[config.mk]
export PLATFORM = sky130hd
export DESIGN_NAME = sp_dma_rd_seq
export DESIGN_NICKNAME = d
export VERILOG_FILES = /design/src/rtl/sp_dma_rd_seq.sv
export SDC_FILE = /design/constraint.sdc
export NUM_CORES = 1
export LEC_CHECK = 0
export ABC_AREA = 1
export BUFFER_PORTS_ARGS = -buffer_cell sky130_fd_sc_hd__buf_4
export CAP_MARGIN = 40
export CORE_MARGIN = 5
export CORE_UTILIZATION = 40
export DETAILED_ROUTE_END_ITERATION = 6
export RECOVER_POWER = 25
export SLEW_MARGIN = 20
export SYNTH_ARGS = -nofsm -noshare
export SYNTH_HDL_FRONTEND = slang
export SYNTH_SLANG_ARGS = --single-unit
[constraint.sdc]
create_clock -name clk -period 2.3 [get_ports clk]
set_clock_uncertainty 0.1 [all_clocks]
set_input_delay 0.115 -clock clk [delete_from_list [all_inputs] [get_ports clk]]
set_output_delay 0.115 -clock clk [all_outputs]
set_load 0.01 [all_outputs]
[src/rtl/sp_dma_rd_seq.sv]
// sp_dma_rd_seq: read-side address sequencer for the SP DMA path.
// Takes a start address and beat count, then presents one doubleword read
// address per beat on a valid/ready handshake toward the DMEM/IMEM read mux,
// and pulses done the cycle after the final beat is accepted.
//
// Handshake: a beat transfers on a rising clk edge where rd_valid & rd_ready.
// rd_valid and rd_addr are pure register outputs (no path from rd_ready);
// while rd_valid=1 and rd_ready=0 both hold stable, and rd_valid never drops
// before the last beat of the burst has been accepted.
//
// Optional feature macro: SP_DMA_RD_SEQ_STRIDE_EN adds multi-row bursts
// (rows/skip inputs). With it undefined, every burst is a single row.
// dbg_state exposes the FSM state (0 = IDLE, 1 = RUN).
module sp_dma_rd_seq #(
    parameter int AW = 10,
    parameter int LW = 10
) (
    input  logic          clk,
    input  logic          reset_l,
    input  logic          start,
    input  logic [AW-1:0] start_addr,
    input  logic [LW-1:0] len,
`ifdef SP_DMA_RD_SEQ_STRIDE_EN
    input  logic [7:0]    rows,
    input  logic [AW-1:0] skip,
`endif
    output logic [AW-1:0] rd_addr,
    output logic          rd_valid,
    input  logic          rd_ready,
    output logic          busy,
    output logic          done,
    output logic          dbg_state
);

    typedef enum logic {
        S_IDLE = 1'b0,
        S_RUN  = 1'b1
    } state_t;

    state_t        r_state;
    state_t        w_state_nxt;
    logic [AW-1:0] r_addr;
    logic [AW-1:0] w_addr_nxt;
    logic [LW-1:0] r_rem;
    logic [LW-1:0] w_rem_nxt;
    logic          r_done;
    logic          w_done_nxt;
    logic          w_accept;
    logic          w_row_last;
    logic          w_last;

`ifdef SP_DMA_RD_SEQ_STRIDE_EN
    // Per-burst row geometry, captured with start.
    logic [LW-1:0] r_len;
    logic [LW-1:0] w_len_nxt;
    logic [AW-1:0] r_skip;
    logic [AW-1:0] w_skip_nxt;
    logic [7:0]    r_rows_rem;
    logic [7:0]    w_rows_rem_nxt;
`endif

    assign w_accept   = (r_state == S_RUN) && rd_ready;
    assign w_row_last = (r_rem == '0);
`ifdef SP_DMA_RD_SEQ_STRIDE_EN
    assign w_last     = w_row_last && (r_rows_rem == 8'd0);
`else
    assign w_last     = w_row_last;
`endif

    // State and datapath registers; async reset drops any burst in flight.
    always_ff @(posedge clk or negedge reset_l) begin
        if (!reset_l) begin
            r_state    <= S_IDLE;
            r_addr     <= '0;
            r_rem      <= '0;
            r_done     <= 1'b0;
`ifdef SP_DMA_RD_SEQ_STRIDE_EN
            r_len      <= '0;
            r_skip     <= '0;
            r_rows_rem <= '0;
`endif
        end else begin
            r_state    <= w_state_nxt;
            r_addr     <= w_addr_nxt;
            r_rem      <= w_rem_nxt;
            r_done     <= w_done_nxt;
`ifdef SP_DMA_RD_SEQ_STRIDE_EN
            r_len      <= w_len_nxt;
            r_skip     <= w_skip_nxt;
            r_rows_rem <= w_rows_rem_nxt;
`endif
        end
    end

    // Next-state and datapath update: capture on start, step on each accept.
    always_comb begin
        w_state_nxt    = r_state;
        w_addr_nxt     = r_addr;
        w_rem_nxt      = r_rem;
        w_done_nxt     = 1'b0;
`ifdef SP_DMA_RD_SEQ_STRIDE_EN
        w_len_nxt      = r_len;
        w_skip_nxt     = r_skip;
        w_rows_rem_nxt = r_rows_rem;
`endif
        case (r_state)
            S_IDLE: begin
                if (start) begin
                    w_state_nxt    = S_RUN;
                    w_addr_nxt     = start_addr;
                    w_rem_nxt      = len;
`ifdef SP_DMA_RD_SEQ_STRIDE_EN
                    w_len_nxt      = len;
                    w_skip_nxt     = skip;
                    w_rows_rem_nxt = rows;
`endif
                end
            end
            S_RUN: begin
                if (w_accept) begin
                    if (w_last) begin
                        // Address is left on the final beat; only done matters.
                        w_state_nxt = S_IDLE;
                        w_done_nxt  = 1'b1;
`ifdef SP_DMA_RD_SEQ_STRIDE_EN
                    end else if (w_row_last) begin
                        // Jump to the next row with no bubble cycle.
                        w_addr_nxt     = r_addr + AW'(1) + r_skip;
                        w_rem_nxt      = r_len;
                        w_rows_rem_nxt = r_rows_rem - 8'd1;
`endif
                    end else begin
                        w_addr_nxt = r_addr + AW'(1);
                        w_rem_nxt  = r_rem - LW'(1);
                    end
                end
            end
            default: begin
                w_state_nxt = S_IDLE;
            end
        endcase
    end

    assign rd_addr   = r_addr;
    assign rd_valid  = (r_state == S_RUN);
    assign busy      = (r_state != S_IDLE);
    assign done      = r_done;
    assign dbg_state = (r_state == S_RUN);

endmodule

==> results of run 1 <==
==> worst reg2reg max path, cell delays in order (launching register included) <==
cell and delay, ns:
sky130_fd_sc_hd__dfrtp_1 0.57, sky130_fd_sc_hd__nor2_1 0.13, sky130_fd_sc_hd__a21oi_2 0.31, sky130_fd_sc_hd__nand2_4 0.14, sky130_fd_sc_hd__inv_4 0.28, sky130_fd_sc_hd__nand2_1 0.09, sky130_fd_sc_hd__nand2_1 0.06, sky130_fd_sc_hd__nand2_1 0.04
==> flip-flops by register name (all words and copies together), names as in the netlist <==
name / cells
r_rem: 10
rd_addr: 10
busy: 1
done: 1
==> power by group through the flow <==
stage | logic (mW) | registers [mW] | clock network (mW)
floorplan | 0.590 | 0.708 | 0
global placement | 0.868 | 0.714 | 0
detailed placement | 0.869 | 0.712 | 0
CTS | 0.875 | 0.706 | 0.255
global route | 1.00 | 0.731 | 0.272
finish | 0.861 | 0.704 | 0.243
==> metal layers <==
metal | up-vias | global-route usage | share of wire
met5 | - | 0 | 0
met4 | 0 | 0.0438 | 0.011
met3 | 5 | 0.0337 | 0.055
met2 | 30 | 0.252 | 0.43
met1 | 642 | 0.205 | 0.50
li1 | 796 | - | -
==> kinds of logic (layout without fill, tap and decap cells) <==
group | count (synthesis) | in the layout | synth area share
AOI/OAI and AO/OA | 27 | 27 | 0.115
adders and majority gates | 2 | 2 | 0.0165
buffers and inverters | 34 | 70 | 0.101
DFF | 22 | 22 | 0.363
and+or+nand+nor | 143 | 143 | 0.405
==> metrics by stage <==
step	setup slack [ns]	hold slack, ns	cells	power, mW	area (µm²)
detailed placement	0.492	-0.0691	307	1.58	1820
CTS	0.477	0.000633	312	1.84	1880
finish	0.480	0.00158	312	1.81	1870
global route	0.253	0.0150	312	2.00	1870
global placement	0.493	-0.0656	307	1.58	1820
floorplan	0.646	-0.281	228	1.30	1520
==> area by class of cell <==
class,count,share of cell area
flip-flops and latches,22,0.294
well taps,48,0.0321
multi-input cells,172,0.434
repair buffers,41,0.165
inverters,26,0.0534
clock buffers,3,0.0220
==> layout by cell type, fill, tap and decap left out <==
cell type                        n
sky130_fd_sc_hd__nand3_1        18
sky130_fd_sc_hd__inv_4           1
sky130_fd_sc_hd__nand4_1         5
sky130_fd_sc_hd__inv_1          18
sky130_fd_sc_hd__o21ai_0        13
sky130_fd_sc_hd__nand3_2         1
sky130_fd_sc_hd__nor2_1         20
sky130_fd_sc_hd__clkbuf_8        3
sky130_fd_sc_hd__nand2_4         1
sky130_fd_sc_hd__buf_4          38
sky130_fd_sc_hd__and2_1          1
sky130_fd_sc_hd__o21ai_1         2
sky130_fd_sc_hd__ha_1            2
sky130_fd_sc_hd__nand4_4         1
sky130_fd_sc_hd__a21oi_1         1
sky130_fd_sc_hd__o21ai_2         8
sky130_fd_sc_hd__nor2_2          1
sky130_fd_sc_hd__a21oi_2         1
sky130_fd_sc_hd__o21bai_1        2
sky130_fd_sc_hd__dlygate4sd3_1   2
sky130_fd_sc_hd__nand2_1        93
sky130_fd_sc_hd__or2_2           2
sky130_fd_sc_hd__clkbuf_1        1
sky130_fd_sc_hd__inv_2           7
sky130_fd_sc_hd__dfrtp_1        22
==> worst max-delay path by stage <==
stage	end	slack, ns	cells past startpoint	start
floorplan	r_rem[0]	0.65	10	r_rem[0]
global placement	rd_addr[9]	0.49	9	r_rem[0]
detailed placement	r_rem[6]	0.49	7	busy
CTS	r_rem[6]	0.48	7	busy
global route	r_rem[6]	0.25	7	busy
finish	r_rem[6]	0.48	7	busy
==> out/summary.json, run 1 <==
{
  "logic_synthesis": {
    "synthArstFlopShare": 1.00,
    "synthTopCellsByCount": "93 x sky130_fd_sc_hd__nand2_1, 22 x sky130_fd_sc_hd__dfrtp_1, 20 x sky130_fd_sc_hd__nor2_1",
    "synthDominantCellAreaShare": 0.363,
    "post_synth_num_cell_types": 24,
    "postSynthRegisterBits": 22,
    "netlist_area_um2": 1520,
    "synth_enable_flop_cells": 0,
    "synth.top_cells.by_area": "sky130_fd_sc_hd__dfrtp_1 36%, sky130_fd_sc_hd__nand2_1 23%, sky130_fd_sc_hd__nand3_1 5.9%",
    "postSynth.topFlopCell": "sky130_fd_sc_hd__dfrtp_1",
    "synth-warning-count": 0,
    "yosysMostFrequentCell": "sky130_fd_sc_hd__nand2_1",
    "yosysTopAreaCell": "sky130_fd_sc_hd__dfrtp_1",
    "syn_nets": 254,
    "sequential_element_share_of_the_synthesized_area": 0.363,
    "syn-instance-count": 228,
    "post_synth.cell_area_avg_um2": 6.65
  },
  "cells_and_area": {
    "layout-drive-gt1-share": 0.242,
    "layout-area-overhead-vs-synth_pct": 23.6,
    "multiInputGateArea_um2": 812,
    "final_net_count": 292,
    "seqCellArea_um2": 551,
    "antenna_cells_inserted": 0,
    "fillCellCount": 384,
    "final_core_occ": 0.512
  },
  "grt": {
    "wire_length_of_the_first_global_routing_pass_um": 6380,
    "grt_pass1_vias": 1382,
    "grt_overflow_total": 0,
    "grtUsageTotal": 0.154,
    "number_of_antenna_violations_at_the_first_check_in_global_routing": 0,
    "grt_start_max_net_pins": 28
  },
  "critical_path": {
    "required_ns": 2.36,
    "timing.critical_path.fanout_max": 27,
    "rr_endpoint": "r_rem[6]",
    "end_kind": "flip-flop",
    "worst_r2r_path_depth": 7,
    "critical_path_arrival_ns": 1.88,
    "reg2reg_from": "busy",
    "cpMaxStageDelayCell": "sky130_fd_sc_hd__dfrtp_1",
    "start_kind": "flip-flop",
    "cell_breakdown_of_the_critical_path": "nor2_1 -> a21oi_2 -> nand2_4 -> inv_4 -> nand2_1 -> nand2_1 -> nand2_1",
    "cp.buffers_inverters": 1,
    "worstSetupPathType": "flip-flop to flip-flop",
    "crit_family": "flip-flops",
    "critPathMaxStageDelay_ns": 0.57,
    "r2r_slack_ns": 0.48,
    "worst_path_most_repeated_cell": "sky130_fd_sc_hd__nand2_1"
  },
  "route": {
    "routed_via_density": 4.72,
    "detail_route.first_pass.iterations": 4,
    "detail-route-antenna-nets": 0,
    "drt-wirelength-per-cell_um": 11.5,
    "detail_route.iter0.violations": 65,
    "vias": 1473,
    "routed_wl_um": 3600,
    "drcViolationCount": 0
  },
  "status": {
    "status": "finished clean"
  },
  "timing": {
    "final.setup.tns_ns": 0,
    "setup_violations": 0,
    "worst_pin_slew_ns": 1.24,
    "timing.final.crit_period_ns": 1.82,
    "slew_headroom": 0.175,
    "timing.fmax_mhz": 549,
    "final-max-slew-violation-count": 0,
    "setup_repair_after_global_routing_missed_its_margin": "no",
    "min_period_over_period": 0.792,
    "finalHoldViolCount": 0
  },
  "worst_hold_path": {
    "timing.hold.worst.start": "start",
    "hold_path_end": "busy",
    "timing.hold.worst_path_depth": 3,
    "min-delay-path-class": "input port to flip-flop"
  },
  "clock_network": {
    "cts_tree": "built",
    "cts_setup_buffers": 0,
    "cts_buffers": 3,
    "clk_latency_ns": 0.26,
    "ctsLongestPathBuffers": 2,
    "hold_buffers": 2,
    "cts.htree.levels": 1,
    "clk_transition_reported_paths_ns": 0.08,
    "clockRootBuffer": "sky130_fd_sc_hd__clkbuf_8",
    "cts_num_sinks": 22,
    "ctsResizeCount": 0
  },
  "power_and_ir_drop": {
    "intPower_mw": 1.03,
    "power_density_over_the_cells_nw_per_um2": 966,
    "p_comb_frac": 0.476,
    "static-leakage-power_nw": 1.00,
    "seqPwrFrac": 0.389,
    "clock_power_share": 0.135,
    "netSwitchingFraction": 0.428,
    "switchingPower_mw": 0.775,
    "worst_ir_drop_vdd_mv": 0.369
  },
  "die": {
    "die-area_um2": 5120,
    "core_region_area_um2": 3660,
    "number_of_rows_in_the_core_area": 22,
    "floorplan.die.height_um": 71.5,
    "top_level_port_count": 38,
    "floorplan.initialDensity": 0.414,
    "die_width_um": 71.5
  },
  "flow_run": {
    "maxCapViolations": 0
  },
  "place": {
    "port_buffers": 37,
    "gpl.final_weighted_congestion": 0.813,
    "post_detailed_placement_half_perimeter_wirelength_um": 2660
  }
}
No activity file was read; power rests on OpenSTA's default activity.
==> run 2: changes to the inputs <==
Clock period 2.3 ns to 1.7 ns, I/O delays scaled along.
==> run 2 against run 1 <==
  * Via count rose by 2.2%
  * Clock power grew 110%
  * First-iteration DRC count is 26% lower
  * Final area increased by 5.9%
  * Routed wire length down 1.5%
  * Maximum frequency grew 17%
  * Worst setup slack lost 0.33 ns
  * Sequential power up 35%
  * Critical endpoint is now r_rem[9]
  * Highest routed layer unchanged
==> out/summary.json, run 2 (synthesized netlist as in run 1, its figures left out) <==
{
  "route": {
    "drcViolationCount": 0,
    "detail_route.first_pass.iterations": 4,
    "routed_via_density": 4.69,
    "detail-route-antenna-nets": 0,
    "drt-wirelength-per-cell_um": 11.1,
    "routed_wl_um": 3550,
    "vias": 1505,
    "detail_route.iter0.violations": 48
  },
  "cells_and_area": {
    "layout-drive-gt1-share": 0.282,
    "fillCellCount": 382,
    "fin_cells": 321,
    "antenna_cells_inserted": 0,
    "layout-area-overhead-vs-synth_pct": 31.0,
    "seqCellArea_um2": 551,
    "layout_common_cells": "93 x sky130_fd_sc_hd__nand2_1, 44 x sky130_fd_sc_hd__buf_4, 22 x sky130_fd_sc_hd__dfrtp_1",
    "multiInputGateArea_um2": 825,
    "mostFrequentLayoutCell": "sky130_fd_sc_hd__nand2_1",
    "stdcell_area_um2": 1980,
    "final_net_count": 300
  },
  "clock_network": {
    "cts_num_sinks": 22,
    "cts_setup_buffers": 0,
    "cts_buffers": 3,
    "cts.htree.levels": 1,
    "cts_tree": "built",
    "clockRootBuffer": "sky130_fd_sc_hd__clkbuf_8",
    "ctsLongestPathBuffers": 2,
    "clk_transition_reported_paths_ns": 0.09,
    "clk_latency_ns": 0.27
  },
  "grt": {
    "grt_overflow_total": 0,
    "wire_length_of_the_first_global_routing_pass_um": 6050,
    "grt.busiest_layer": "met2",
    "grt_start_max_net_pins": 28,
    "grtUsageTotal": 0.146,
    "groute.layer.met2.usage": 0.223,
    "number_of_antenna_violations_at_the_first_check_in_global_routing": 0,
    "grt_util_met3": 0.0252,
    "grt_pass1_vias": 1354,
    "met1_usage": 0.206
  },
  "timing": {
    "slew_headroom": 0.604,
    "worst_pin_slew_ns": 0.593,
    "final.setup.tns_ns": 0,
    "setup_repair_after_global_routing_missed_its_margin": "no",
    "timing.final.crit_period_ns": 1.55,
    "setup_violations": 0,
    "final-max-slew-violation-count": 0,
    "timing.fmax_mhz": 644,
    "finalHoldViolCount": 0,
    "min_period_over_period": 0.913,
    "fin_worst_hold_slack_ns": 0.00882,
    "fin_ws_ns": 0.148
  },
  "die": {
    "top_level_port_count": 38,
    "floorplan.initialDensity": 0.414,
    "core_region_area_um2": 3660,
    "floorplan.die.height_um": 71.5,
    "number_of_rows_in_the_core_area": 22,
    "die_width_um": 71.5,
    "die-area_um2": 5120
  },
  "critical_path": {
    "worst_path_most_repeated_cell": "sky130_fd_sc_hd__nand2_1",
    "critPathMaxStageDelay_ns": 0.38,
    "critical_path_arrival_ns": 1.63,
    "start_kind": "flip-flop",
    "timing.critical_path.fanout_max": 7,
    "cpMaxStageDelayCell": "sky130_fd_sc_hd__dfrtp_1",
    "end_kind": "flip-flop",
    "crit_family": "simple AND/OR/NAND/NOR gates",
    "cell_breakdown_of_the_critical_path": "inv_2 -> ha_2 -> nand2_1 -> nor2_2 -> nand4_4 -> buf_4 -> nand3_1 -> nand2_1 -> nand2_1 -> inv_1",
    "cp.buffers_inverters": 3,
    "worstSetupPathType": "flip-flop to flip-flop",
    "required_ns": 1.77
  },
  "place": {
    "worst_setup_timing_slack_at_the_placement_stage_ns": 0.0735,
    "dp_cells": 313,
    "port_buffers": 37,
    "dpl-instance-area_um2": 1860,
    "post_detailed_placement_half_perimeter_wirelength_um": 2620,
    "gpl.final_weighted_congestion": 0.759
  },
  "worst_hold_path": {
    "min-delay-path-class": "input port to flip-flop"
  },
  "power_and_ir_drop": {
    "worst_ir_drop_vdd_mv": 0.687,
    "static-leakage-power_nw": 1.05,
    "power_density_over_the_cells_nw_per_um2": 1340
  },
  "status": {
    "status": "finished clean"
  },
  "flow_run": {
    "maxCapViolations": 0
  }
}
==> run 2: changes by cell type in the layout (fill, tap and decap cells not counted), sizes merged <==
cell,change
buf,+6
bufinv,+1
dlygate4sd3,+2
==> run 2: through the flow <==
stage	total power [mW]	utilization
detailed placement	2.16	0.508
finish	2.66	0.542
global route	2.93	0.542
floorplan	1.76	-
global placement	2.16	0.508
CTS	2.69	0.539
==> run 2: tightest hold or removal path, cell delays in order <==
cell and delay, ns:
sky130_fd_sc_hd__buf_4 0.08, sky130_fd_sc_hd__o21ai_0 0.06, sky130_fd_sc_hd__o21ai_1 0.11
==> run 2: path summary, 6_finish.rpt <==
path | start | to | slack (ns) | cells past startpoint
hold / removal | len[4] | r_rem[4] | 0.009 | 3
min in group asynchronous | reset_l | busy | 0.24 | 2
hold reg to reg | r_rem[8] | r_rem[8] | 0.38 | 2
setup / recovery | r_rem[1] | r_rem[9] | 0.15 | 10
max in group asynchronous | reset_l | r_rem[2] | 0.86 | 2
setup reg to reg | r_rem[1] | r_rem[9] | 0.15 | 10
==> run 2: final cells by class <==
| cell class | instances | area share |
|---|---|---|
| Sequential cell | 22 | 0.277 |
| Timing Repair Buffer | 49 | 0.189 |
| Multi-Input combinational cell | 172 | 0.416 |
| Inverter | 26 | 0.0517 |
| Clock inverter | 1 | 0.0151 |
| Tap cell | 48 | 0.0303 |
| Clock buffer | 3 | 0.0208 |
==> run 2: timing repair <==
action                                 in CTS  in global routing
hold buffers                                4                  0
endpoints found under the hold margin      25                  0
gates resized for setup                     0                  7
setup endpoints to repair                   0                 20
==> run 2: routing by layer <==
layer | wire length, µm | up-vias
met3 | 184 | 2
li1 | - | 808
met4 | 17 | 0
met5 | 0 | -
met1 | 1800 | 666
met2 | 1540 | 29
==> run 2: report_power, final <==
group          switching [mW]  internal (mW)
Sequential              0.223          0.729
Combinational           0.666          0.545
Clock                   0.185          0.315
==> run 3: changes to the inputs <==
Settings changed: CORE_UTILIZATION 40 to 53, PLACE_DENSITY set to 0.84.
==> run 3 against run 2 <==
  * Flip-flop and latch count did not move
  * Non-clock buffer count grew 15
  * Critical path depth rose by 1
  * Sequential share of layout area is 1.3 points lower
  * Global-route usage increased by 4.6 points
  * Critical endpoint is now r_rem[8]
  * Largest cell class unchanged
  * Largest power group unchanged
==> out/summary.json, run 3 (synthesized netlist as in run 1, its figures left out) <==
{
  "timing": {
    "worst_pin_slew_ns": 1.17,
    "setup_violations": 0,
    "min_period_over_period": 0.971,
    "fin_worst_hold_slack_ns": 0.0341,
    "final-max-slew-violation-count": 0,
    "timing.fmax_mhz": 606,
    "finalHoldViolCount": 0,
    "slew_headroom": 0.217,
    "timing.final.crit_period_ns": 1.65,
    "fin_ws_ns": 0.0487
  },
  "clock_network": {
    "clk_transition_reported_paths_ns": 0.14,
    "clk_latency_ns": 0.32,
    "cts_num_sinks": 22,
    "ctsLongestPathBuffers": 2,
    "cts_setup_buffers": 0,
    "clockRootBuffer": "sky130_fd_sc_hd__clkbuf_4",
    "cts.htree.levels": 1,
    "cts_tree": "built",
    "cts_buffers": 3
  },
  "cells_and_area": {
    "fillCellCount": 224,
    "layout-area-overhead-vs-synth_pct": 37.2,
    "layout-drive-gt1-share": 0.260,
    "layout_common_cells": "92 x sky130_fd_sc_hd__nand2_1, 43 x sky130_fd_sc_hd__buf_4, 22 x sky130_fd_sc_hd__dfrtp_1",
    "stdcell_area_um2": 2080,
    "seqCellArea_um2": 551,
    "fin_cells": 319,
    "multiInputGateArea_um2": 825,
    "antenna_cells_inserted": 0,
    "mostFrequentLayoutCell": "sky130_fd_sc_hd__nand2_1",
    "final_net_count": 315
  },
  "power_and_ir_drop": {
    "intPower_mw": 1.41,
    "seqPwrFrac": 0.380,
    "power_density_over_the_cells_nw_per_um2": 1210,
    "clock_power_share": 0.120,
    "netSwitchingFraction": 0.437,
    "worst_ir_drop_vdd_mv": 0.856,
    "p_comb_frac": 0.500,
    "switchingPower_mw": 1.10,
    "power_mw": 2.51,
    "static-leakage-power_nw": 1.10
  },
  "die": {
    "die_width_um": 63.5,
    "core_region_area_um2": 2760,
    "floorplan.die.height_um": 63.5,
    "floorplan.initialDensity": 0.549,
    "die-area_um2": 4030,
    "number_of_rows_in_the_core_area": 19,
    "top_level_port_count": 38
  },
  "critical_path": {
    "start_kind": "flip-flop",
    "end_kind": "flip-flop",
    "required_ns": 1.83,
    "reg2reg_from": "r_rem[0]",
    "timing.critical_path.fanout_max": 4,
    "critical_path_arrival_ns": 1.78,
    "worstSetupPathType": "flip-flop to flip-flop",
    "cp-startpoint": "r_rem[0]"
  },
  "grt": {
    "wire_length_of_the_first_global_routing_pass_um": 6420,
    "groute.layer.met2.usage": 0.349,
    "met1_usage": 0.239,
    "grt_util_met3": 0.0213,
    "grt_pass1_vias": 1489,
    "grt_overflow_total": 0,
    "number_of_antenna_violations_at_the_first_check_in_global_routing": 0,
    "grt_start_max_net_pins": 28,
    "grtUsageTotal": 0.192,
    "grt.busiest_layer": "met2"
  },
  "route": {
    "detail_route.iter0.violations": 85,
    "drt-wirelength-per-cell_um": 11.9,
    "detail_route.first_pass.iterations": 4,
    "routed_via_density": 5.18,
    "drcViolationCount": 0,
    "vias": 1651,
    "routed_wl_um": 3810,
    "detail-route-antenna-nets": 0
  },
  "flow_run": {
    "maxCapViolations": 0
  },
  "status": {
    "status": "finished clean"
  },
  "place": {
    "gpl.final_weighted_congestion": 0.850,
    "worst_setup_timing_slack_at_the_placement_stage_ns": 0.0110,
    "dp_cells": 295,
    "post_detailed_placement_half_perimeter_wirelength_um": 2680,
    "dpl-instance-area_um2": 1830,
    "port_buffers": 37
  },
  "worst_hold_path": {
    "min-delay-path-class": "input port to flip-flop",
    "timing.hold.worst.start": "start_addr[9]"
  }
}
run 3: metrics by stage:
stage	util	setup TNS (ns)
after detailed placement	0.664	0
final	0.754	0
after CTS	0.750	0
after global placement	0.664	0
after global routing	0.754	-0.0405
after floorplan	-	0
run 3: area by class of cell:
type	count	share of cell area
Clock buffer	4	0.0174
Inverter	26	0.0493
Sequential cell	22	0.265
Timing Repair Buffer	64	0.253
Multi-Input combinational cell	172	0.397
Tap cell	31	0.0187
run 3: power by group through the flow:
stage	Sequential (mW)	Clock [mW]	Combinational, mW
3_3_place_gp	0.948	0	1.16
3_5_place_dp	0.950	0	1.20
4_1_cts	0.941	0.298	1.23
2_1_floorplan	0.958	0	0.799
5_1_grt	0.977	0.316	1.43
6_report	0.952	0.302	1.25
run 3: layer usage:
layer / wire (µm) / vias to the layer above
li1: - / 838
met4: 36 / 0
met2: 1970 / 43
met5: 0 / -
met1: 1610 / 765
met3: 187 / 5
run 3: worst paths after layout:
kind	end	slack (ns)	depth (start not counted)
setup / recovery	r_rem[8]	0.05	11
max in group asynchronous	r_rem[1]	0.39	2
min in group asynchronous	rd_addr[6]	0.40	2
hold / removal	rd_addr[9]	0.03	5
hold reg to reg	r_rem[8]	0.40	2
setup reg to reg	r_rem[8]	0.05	11
run 3: worst max-delay path, stage by stage, from the launching register on:
cell and delay, ns:
sky130_fd_sc_hd__dfrtp_1 0.42, sky130_fd_sc_hd__inv_2 0.09, sky130_fd_sc_hd__ha_2 0.20, sky130_fd_sc_hd__inv_1 0.05, sky130_fd_sc_hd__nor2_2 0.13, sky130_fd_sc_hd__nand2_2 0.10
sky130_fd_sc_hd__nor2_2 0.17, sky130_fd_sc_hd__nand2_1 0.09, sky130_fd_sc_hd__nand2_1 0.07, sky130_fd_sc_hd__nand3_1 0.07, sky130_fd_sc_hd__nand2_1 0.06, sky130_fd_sc_hd__nand2_1 0.04
run 3: what timing repair did:
item | in CTS | in global routing
endpoints found under the hold margin | 41 | 0
resized for setup | 0 | 6
endpoints found under the setup margin | 0 | 21
hold buffers | 20 | 0
